`config.mk`:
```
export PLATFORM = sky130hd
export DESIGN_NAME = vga_timing_gen_xga
export DESIGN_NICKNAME = d
export VERILOG_FILES = /design/src/rtl/vga_timing_pkg.sv /design/src/rtl/vga_cell_counter.sv /design/src/rtl/vga_timing_gen_xga.sv
export SDC_FILE = /design/constraint.sdc
export NUM_CORES = 1
export LEC_CHECK = 0
export CORE_ASPECT_RATIO = 0.75
export CORE_UTILIZATION = 30
export DETAILED_ROUTE_END_ITERATION = 10
export PLACE_DENSITY = 0.51
export SYNTH_ARGS = -nofsm -noshare
export SYNTH_HDL_FRONTEND = slang
export SYNTH_SLANG_ARGS = --single-unit
export TNS_END_PERCENT = 100
```
`constraint.sdc`:
```
create_clock -name clk -period 2.6 [get_ports clk]
set_input_delay 0.52 -clock clk [delete_from_list [all_inputs] [get_ports clk]]
set_output_delay 0.52 -clock clk [all_outputs]
set_load 0.005 [all_outputs]
```
`src/rtl/vga_timing_pkg.sv`:
```
// vga_timing_pkg: XGA raster defaults, cell geometry and the cell-position compare helper.
package vga_timing_pkg;

    localparam int H_ACTIVE = 1024;
    localparam int H_FP     = 24;
    localparam int H_SYNC   = 136;
    localparam int H_BP     = 160;
    localparam int V_ACTIVE = 768;
    localparam int V_FP     = 3;
    localparam int V_SYNC   = 6;
    localparam int V_BP     = 29;

    localparam int H_TOTAL  = H_ACTIVE + H_FP + H_SYNC + H_BP;
    localparam int V_TOTAL  = V_ACTIVE + V_FP + V_SYNC + V_BP;
    localparam int HS_START = H_ACTIVE + H_FP;
    localparam int HS_END   = HS_START + H_SYNC;
    localparam int VS_START = V_ACTIVE + V_FP;
    localparam int VS_END   = VS_START + V_SYNC;

    localparam int CELL_W    = 32;
    localparam int CELL_H    = 48;
    localparam int X_HI_LAST = H_TOTAL / CELL_W - 1;
    localparam int Y_HI_LAST = (V_TOTAL - 1) / CELL_H;
    localparam int Y_LO_LAST = (V_TOTAL - 1) % CELL_H;

    // y is held as (cell, line-in-cell); compare lexicographically against line t
    function automatic logic y_ge(input logic [4:0] hi, input logic [5:0] lo, input int unsigned t);
        return (hi > 5'(t / CELL_H)) || (hi == 5'(t / CELL_H) && lo >= 6'(t % CELL_H));
    endfunction

endpackage

```
`src/rtl/vga_cell_counter.sv`:
```
// vga_cell_counter: two-digit mixed-radix counter (lo mod LO_MOD, hi up to HI_LAST) with early
// terminal lo value on the last hi cell; exposes next-state digits for aligned decoding.
module vga_cell_counter import vga_timing_pkg::*; #(
    parameter int LO_MOD             = 32,
    parameter int HI_LAST            = 41,
    parameter int LO_LAST_AT_HI_LAST = 31,
    parameter int LO_W               = $clog2(LO_MOD),
    parameter int HI_W               = 6
) (
    input  logic            clk,
    input  logic            rst_n,
    input  logic            step,
    output logic [LO_W-1:0] lo,
    output logic [HI_W-1:0] hi,
    output logic [LO_W-1:0] lo_nxt,
    output logic [HI_W-1:0] hi_nxt,
    output logic            wrap
);

    logic lo_end;

    always_comb begin
        lo_end = lo == LO_W'(LO_MOD - 1);
        wrap   = step && hi == HI_W'(HI_LAST) && lo == LO_W'(LO_LAST_AT_HI_LAST);
        lo_nxt = !step ? lo : (lo_end || wrap) ? '0 : lo + 1'b1;
        hi_nxt = !step ? hi : wrap ? '0 : lo_end ? hi + 1'b1 : hi;
    end

    always_ff @(posedge clk or negedge rst_n) begin
        if (!rst_n) begin
            lo <= '0;
            hi <= '0;
        end else begin
            lo <= lo_nxt;
            hi <= hi_nxt;
        end
    end

endmodule

```
`src/rtl/vga_timing_gen_xga.sv`:
```
// vga_timing_gen_xga: free-running XGA raster timing with cell-radix position, syncs, blank and
// sticky vblank interrupt. Define VGA_TIMING_FRAME_CNT_EN to enable the 8-bit frame counter.
module vga_timing_gen_xga import vga_timing_pkg::*; #(
    parameter int H_ACTIVE = vga_timing_pkg::H_ACTIVE,
    parameter int H_FP     = vga_timing_pkg::H_FP,
    parameter int H_SYNC   = vga_timing_pkg::H_SYNC,
    parameter int H_BP     = vga_timing_pkg::H_BP,
    parameter int V_ACTIVE = vga_timing_pkg::V_ACTIVE,
    parameter int V_FP     = vga_timing_pkg::V_FP,
    parameter int V_SYNC   = vga_timing_pkg::V_SYNC,
    parameter int V_BP     = vga_timing_pkg::V_BP
) (
    input  logic       clk,
    input  logic       rst_n,
    input  logic       cli,
    output logic [4:0] x_lo,
    output logic [5:0] x_hi,
    output logic [5:0] y_lo,
    output logic [4:0] y_hi,
    output logic       hsync,
    output logic       vsync,
    output logic       blank,
    output logic       interrupt,
    output logic [7:0] frame
);

    localparam int HT  = H_ACTIVE + H_FP + H_SYNC + H_BP;
    localparam int VT  = V_ACTIVE + V_FP + V_SYNC + V_BP;
    localparam int VS0 = V_ACTIVE + V_FP;
    localparam int VS1 = VS0 + V_SYNC;
    localparam logic [10:0] HA_X  = 11'(H_ACTIVE);
    localparam logic [10:0] HS0_X = 11'(H_ACTIVE + H_FP);
    localparam logic [10:0] HS1_X = 11'(H_ACTIVE + H_FP + H_SYNC);

    logic [4:0]  xl_n;
    logic [5:0]  xh_n;
    logic [5:0]  yl_n;
    logic [4:0]  yh_n;
    logic [10:0] x_n;
    logic        x_wrap;
    logic        unused_y_wrap;
    logic        set_pt;

    vga_cell_counter #(
        .LO_MOD(CELL_W), .HI_LAST(HT / CELL_W - 1), .LO_LAST_AT_HI_LAST(CELL_W - 1), .HI_W(6)
    ) u_x (
        .clk(clk), .rst_n(rst_n), .step(1'b1),
        .lo(x_lo), .hi(x_hi), .lo_nxt(xl_n), .hi_nxt(xh_n), .wrap(x_wrap)
    );

    vga_cell_counter #(
        .LO_MOD(CELL_H), .HI_LAST((VT - 1) / CELL_H), .LO_LAST_AT_HI_LAST((VT - 1) % CELL_H), .HI_W(5)
    ) u_y (
        .clk(clk), .rst_n(rst_n), .step(x_wrap),
        .lo(y_lo), .hi(y_hi), .lo_nxt(yl_n), .hi_nxt(yh_n), .wrap(unused_y_wrap)
    );

    // 32-pixel cells make {hi,lo} the plain binary x
    assign x_n    = {xh_n, xl_n};
    assign set_pt = x_n == 11'd0 && yh_n == 5'(V_ACTIVE / CELL_H) && yl_n == 6'd0;

    always_ff @(posedge clk or negedge rst_n) begin
        if (!rst_n) begin
            hsync     <= 1'b1;
            vsync     <= 1'b1;
            blank     <= 1'b0;
            interrupt <= 1'b0;
        end else begin
            hsync     <= !(x_n >= HS0_X && x_n < HS1_X);
            vsync     <= !(y_ge(yh_n, yl_n, VS0) && !y_ge(yh_n, yl_n, VS1));
            blank     <= x_n >= HA_X || y_ge(yh_n, yl_n, V_ACTIVE);
            interrupt <= set_pt || (interrupt && !cli);
        end
    end

`ifdef VGA_TIMING_FRAME_CNT_EN
    always_ff @(posedge clk or negedge rst_n) begin
        if (!rst_n) frame <= 8'h00;
        else if (set_pt) frame <= frame + 8'h01;
    end
`else
    assign frame = 8'h00;
`endif

endmodule
```
# == After elaboration in Yosys (flattened, before gate mapping) ==
# Index checks and enable logic that the tools add are counted.
# word_totals
inputBits,3
output_inout_bits,34
word_cells,57
reg_bits,26
# op_classes
eq_ne,6
n_mux,8
order_cmp,7
n_reduce_logical,24
n_addsub,4
# ops
operator,count
$mux W6,4
$ge A11 B11 Y1 const B,2
$mux W5,4
$eq A6 B6 Y1 const B,3
$eq A5 B5 Y1 const B,3
$add A6 B1 Y6 const B,2
$logic_and A1 B1 Y1,11
$logic_not A11 Y1,1
$lt A11 B11 Y1 const B,1
$add A5 B1 Y5 const B,2
$logic_or A1 B1 Y1,7
$ge A6 B1 Y1 const B,1
$ge A6 B2 Y1 const B,1
$ge A6 B4 Y1 const B,1
$logic_not A6 Y1,1
$gt A5 B5 Y1 const B,1
$logic_not A1 Y1,4

# == Depth between registers and ports, before layout ==
# Gate-level depths: netlist of the first run.
# logic_depth
depth_word,13
ltp_mapped,11
ltp_nobuf,9

# == Modules after synthesis ==
# A second synthesis of the first run with hierarchy kept.
# hier_totals
cells_unflattened,149
area_unflattened_um2,1519.0
# by_module_without_submodules
mod,cells_each,instances,seq_area_each_um2,area_each_um2
vga_cell_counter (u_y),58,1,275.3,625.6
vga_cell_counter (u_x),59,1,275.3,591.8
vga_timing_gen_xga,32,1,102.6,301.5

# == Worst setup path before layout of the first run ==
# Ideal clock, no wire load.
# synth_timing
path_kind,register to register
startpoint,reg u_x.lo[0]
endpoint,reg interrupt
setup_time_ns,0.066
slack_ns,0.307
n_path_buf,1
synth_period_minus_slack_ns,2.293
required_ns,2.534
stages_incl_launch_ff,11
arrival_time_ns,2.226
path_cell_list,dfrtp_1 ha_1 and3_1 ha_1 buf_6 nand2_4 nor4_4 nand4_1 xnor2_1 nor4_2 a41o_1
# synth_via
elab_chain_len,10
word_cells_on_any_way,20
classes_between,add/sub (1); eq/ne (2); mux (7); reduce/logical (10)
# synth_rtl
element,line,source
start: declaration,vga_cell_counter.sv:13,"output logic [LO_W-1:0] lo,"
start signal: assignment,vga_cell_counter.sv:34,lo <= lo_nxt;
$eq A5 B5 Y1 *,vga_cell_counter.sv:24,wrap = step && hi == HI_W'(HI_LAST) && lo == LO_W'(LO_LAST_AT_HI_LAST);
$logic_and A1 B1 Y1 *,vga_cell_counter.sv:24,
$logic_and A1 B1 Y1 (2 in a row),vga_cell_counter.sv:24,
$mux W5,vga_cell_counter.sv:26,hi_nxt = !step ? hi : wrap ? '0 : lo_end ? hi + 1'b1 : hi;
$mux W5 *,vga_cell_counter.sv:26,
via u_y.hi_nxt[3],vga_cell_counter.sv:16,"output logic [HI_W-1:0] hi_nxt,"
$eq A5 B5 Y1 *,vga_timing_gen_xga.sv:60,assign set_pt = x_n == 11'd0 && yh_n == 5'(V_ACTIVE / CELL_H) && yl_n == 6'd0;
$logic_and A1 B1 Y1 * (2 in a row),vga_timing_gen_xga.sv:60,
$logic_or A1 B1 Y1 *,vga_timing_gen_xga.sv:72,interrupt <= set_pt || (interrupt && !cli);
end signal: assignment,vga_timing_gen_xga.sv:72,
end: declaration,vga_timing_gen_xga.sv:23,"output logic interrupt,"
# Mark *: on every way through the listed nets, which the timed path passes. The rest lies on a longest branch.

# == Final worst setup path of the first run ==
# layout_timing
startpoint,reg u_x.lo[1]
endpoint,reg interrupt
# layout_via
elab_chain_len,10
word_cells_on_any_way,20
classes_between,add/sub (1); eq/ne (2); mux (7); reduce/logical (10)
# layout_rtl
element,line
$eq A5 B5 Y1,"vga_cell_counter.sv:23, vga_cell_counter.sv:24"
$logic_and A1 B1 Y1 (3 in a row),vga_cell_counter.sv:24
$mux W5 / $logic_or A1 B1 Y1 (equally long branches),"vga_cell_counter.sv:26, vga_cell_counter.sv:25"
$mux W5 / $mux W6 (equally long branches),"vga_cell_counter.sv:26, vga_cell_counter.sv:25"
$eq A5 B5 Y1 / $mux W6 (equally long branches),"vga_timing_gen_xga.sv:60, vga_cell_counter.sv:25"
$logic_and A1 B1 Y1 / $logic_not A6 Y1 (equally long branches),vga_timing_gen_xga.sv:60
$logic_and A1 B1 Y1 *,vga_timing_gen_xga.sv:60
$logic_or A1 B1 Y1 *,vga_timing_gen_xga.sv:72
# Every way passes the cells marked *; elsewhere a longest branch is shown, timed or not.

==> results of run 1 <==
[layer usage]
layer  global-route usage (%)  vias to the layer above
li1                         -                      684
met1                    21.50                      659
met2                    20.45                       30
met3                    2.726                        2
met4                    2.419                        0
met5                        0                        -
[registers in the layout, indices dropped and copies added, names as in the netlist]
name / count
blank: 1
hsync: 1
interrupt: 1
u_x.hi: 6
u_x.lo: 5
u_y.hi: 5
u_y.lo: 6
vsync: 1
[cells in the final DEF (no fill, tap or decap), drive strengths merged, types with 6 or more instances in the layout]
cell	count
dfrtp	24
nor2	18
buf	17
a21oi	6
nand2	10
clkdlybuf4s50	28
nor4	6
inv	10
o21ai	7
ha	9
nand3	7
conb	8
xnor2	11
[cell type report]
class	count	area [µm²]
flip-flops and latches	26	653.1
repair buffers	45	407.9
well taps	75	93.84
clock buffers	3	41.29
clock inverters	1	30.03
fillers	550	3182
multi-input cells	130	907.1
inverters	10	37.54
[stage by stage]
step	hold WS (ns)	std cells	setup slack (ns)	utilization, %
after floorplan	0.2244	181	0.3074	-
after global placement	0.5431	283	0.1643	38.64
after detailed placement	0.5469	283	0.1183	38.64
after CTS	0.5621	287	0.1073	39.97
after global routing	0.5870	290	0.007127	40.56
final	0.5600	290	0.1383	40.56
[worst paths after layout]
path                       startpoint        end  slack [ns]  cells after the start
setup / recovery            u_x.lo[1]  interrupt        0.14                     10
hold / removal              u_x.lo[0]  u_x.lo[0]        0.56                      2
setup reg to reg            u_x.lo[1]  interrupt        0.14                     10
hold reg to reg             u_x.lo[0]  u_x.lo[0]        0.56                      2
max in group asynchronous       rst_n      hsync        1.69                      2
min in group asynchronous       rst_n  u_y.hi[0]        0.61                      2
[logic make-up after synthesis]
group	Yosys count	synth area share, %
compound gates	26	10.22
xor+xnor	16	8.414
fa+ha+maj	9	6.762
buf+inv	25	8.414
flops	26	39.22
mux	4	2.629
other cells	1	0.2252
simple gates	67	24.12
[worst max-delay path, delay by kind of cell (launching register included)]
family / cells / cell delay (ns)
AND/OR/NAND/NOR: 4 / 0.89
AO/OA/AOI/OAI: 2 / 0.51
adder cells (fa/ha/maj): 2 / 0.42
flip-flops: 1 / 0.37
buffers and inverters: 1 / 0.15
XOR/XNOR: 1 / 0.06
[power by group]
group	internal [mW]	switching, mW	total, mW
Combinational	0.00373	0.0110	0.0147
Clock	0.206	0.136	0.342
Sequential	0.404	0	0.404
[timing repair]
item | 4_1_cts | 5_1_grt
setup buffers | 0 | 3
endpoints found under the setup margin | 0 | 2
gates resized for setup | 0 | 1
==> impl_metrics.env, run 1 <==
export IMPL_antenna_found_initial=0
export IMPL_finalHoldViolations=0
export IMPL_track_usage_pct=14.06
export IMPL_min_period_ns=2.462
export IMPL_via_count=1375
export IMPL_hold_path_class="reg -> reg"
export IMPL_maxSlewViolCount=0
export IMPL_crit_slowest_cell="dfrtp_1"
export IMPL_tightest_slew_ns=0.4966
export IMPL_portBuffers=28
export IMPL_grt_pass1_wl_mm=6.265
export IMPL_cts_root_buf="clkbuf_8"
export IMPL_synth_edf_count=0
export IMPL_synth_area_um2=1665
export IMPL_initialDrtViolationCount=85
export IMPL_p_per_area_nw_per_um2=350.5
export IMPL_max_freq_mhz=406.2
export IMPL_grt_ovfl_total=0
export IMPL_wirelength_mm=3.757
export IMPL_io_pins=37
export IMPL_dp_hpwl_mm=2.898
export IMPL_fin_crit_sh_pct=94.68
export IMPL_slew_headroom_pct=66.03
export IMPL_cts_buffer_depth=2
export IMPL_peakVddDrop_v=0.0001721
export IMPL_cts_sinks=26
export IMPL_p_leak_nw=0.9683
export IMPL_wl_per_cell_um=12.96
export IMPL_drc_errors=0
export IMPL_yosysTopAreaCellShare_pct=36.06
export IMPL_yosysMostFrequentCell="dfrtp_1"
export IMPL_clk_latency_ns=0.28
export IMPL_highest_layer="met4"
export IMPL_via_per_inst=4.741
export IMPL_initial_utilization_pct=31.11
export IMPL_worst_setup_path_start_kind="flip-flop"
export IMPL_path_clk_slew_ns=0.09
export IMPL_fp_coreArea_um2=5353
export IMPL_fin_nets=228
export IMPL_finalSetupViolCount=0
export IMPL_first_global_vias=1245
export IMPL_cts_tree="built"
export IMPL_drive_gt1_share_pct=16.28
export IMPL_ys_types=47
export IMPL_wl_met2_mm=1.599
export IMPL_finClkSkew_ns=0.007478
export IMPL_required_ns=2.81
export IMPL_netlist_top_cells_count="24 x dfrtp_1, 18 x nor2_1, 11 x xnor2_1, 10 x inv_1"
export IMPL_antenna_cells=0
export IMPL_gp_congestion=0.7485
export IMPL_avgSynthCellArea_um2=9.571
export IMPL_holdBufCountCts=0
export IMPL_crit_fanout=6
export IMPL_outcome="completed"
export IMPL_setup_tns_ns=0
export IMPL_dieWidth_um=88.03
export IMPL_arrival_ns=2.68
export IMPL_grt_start_max_net_pins=27
export IMPL_h_tree_depth=1
export IMPL_dieHeight_um=66.53
export IMPL_seq_area_frac_synth_pct=39.22
export IMPL_rows=23
export IMPL_maxCapViolCount=0
export IMPL_cp_cell_sequence="ha_1 -> and3_1 -> ha_1 -> nand2_4 -> nor4_4 -> buf_4 -> xnor2_1 -> a211o_1 -> nor4_4 -> a41o_1"
export IMPL_ys_seq_elements=26
export IMPL_cp_end_kind="flip-flop"
export IMPL_critical_path_class="reg -> reg"
export IMPL_yosysTopAreaCell="dfrtp_1"
export IMPL_drtPass1Iterations=4
export IMPL_syn_instance_count=174
export IMPL_async_reset_ff_share_pct=100.0
export IMPL_yosysWarningCount=0
export IMPL_dr_wl_met3_um=150
export IMPL_yosys_top_cells_area="dfrtp_1 36%, ha_1 6.8%, xnor2_1 5.8%"
export IMPL_place_area_um2=2068
export IMPL_dieArea_um2=5856
export IMPL_cts_inserted_buffers=3
export IMPL_postRouteAntennaNets=0
export IMPL_synthFlopType="dfrtp_1"
export IMPL_finalPower_mw=0.7609
export IMPL_final_area_um2=2171
export IMPL_wl_met1_mm=1.982
export IMPL_critical_path_max_stage_delay_ns=0.37
export IMPL_syn_to_final_growth_pct=30.35
export IMPL_grt_setup_unrepaired="false"
No activity file was read; power rests on OpenSTA's default activity.
==> run 2, diff against run 1 <==
Settings changed: ABC_CLOCK_PERIOD_IN_PS set to 2600.
==> results of run 2 <==
Final layout, timing and power as in run 1 (identical DEF).
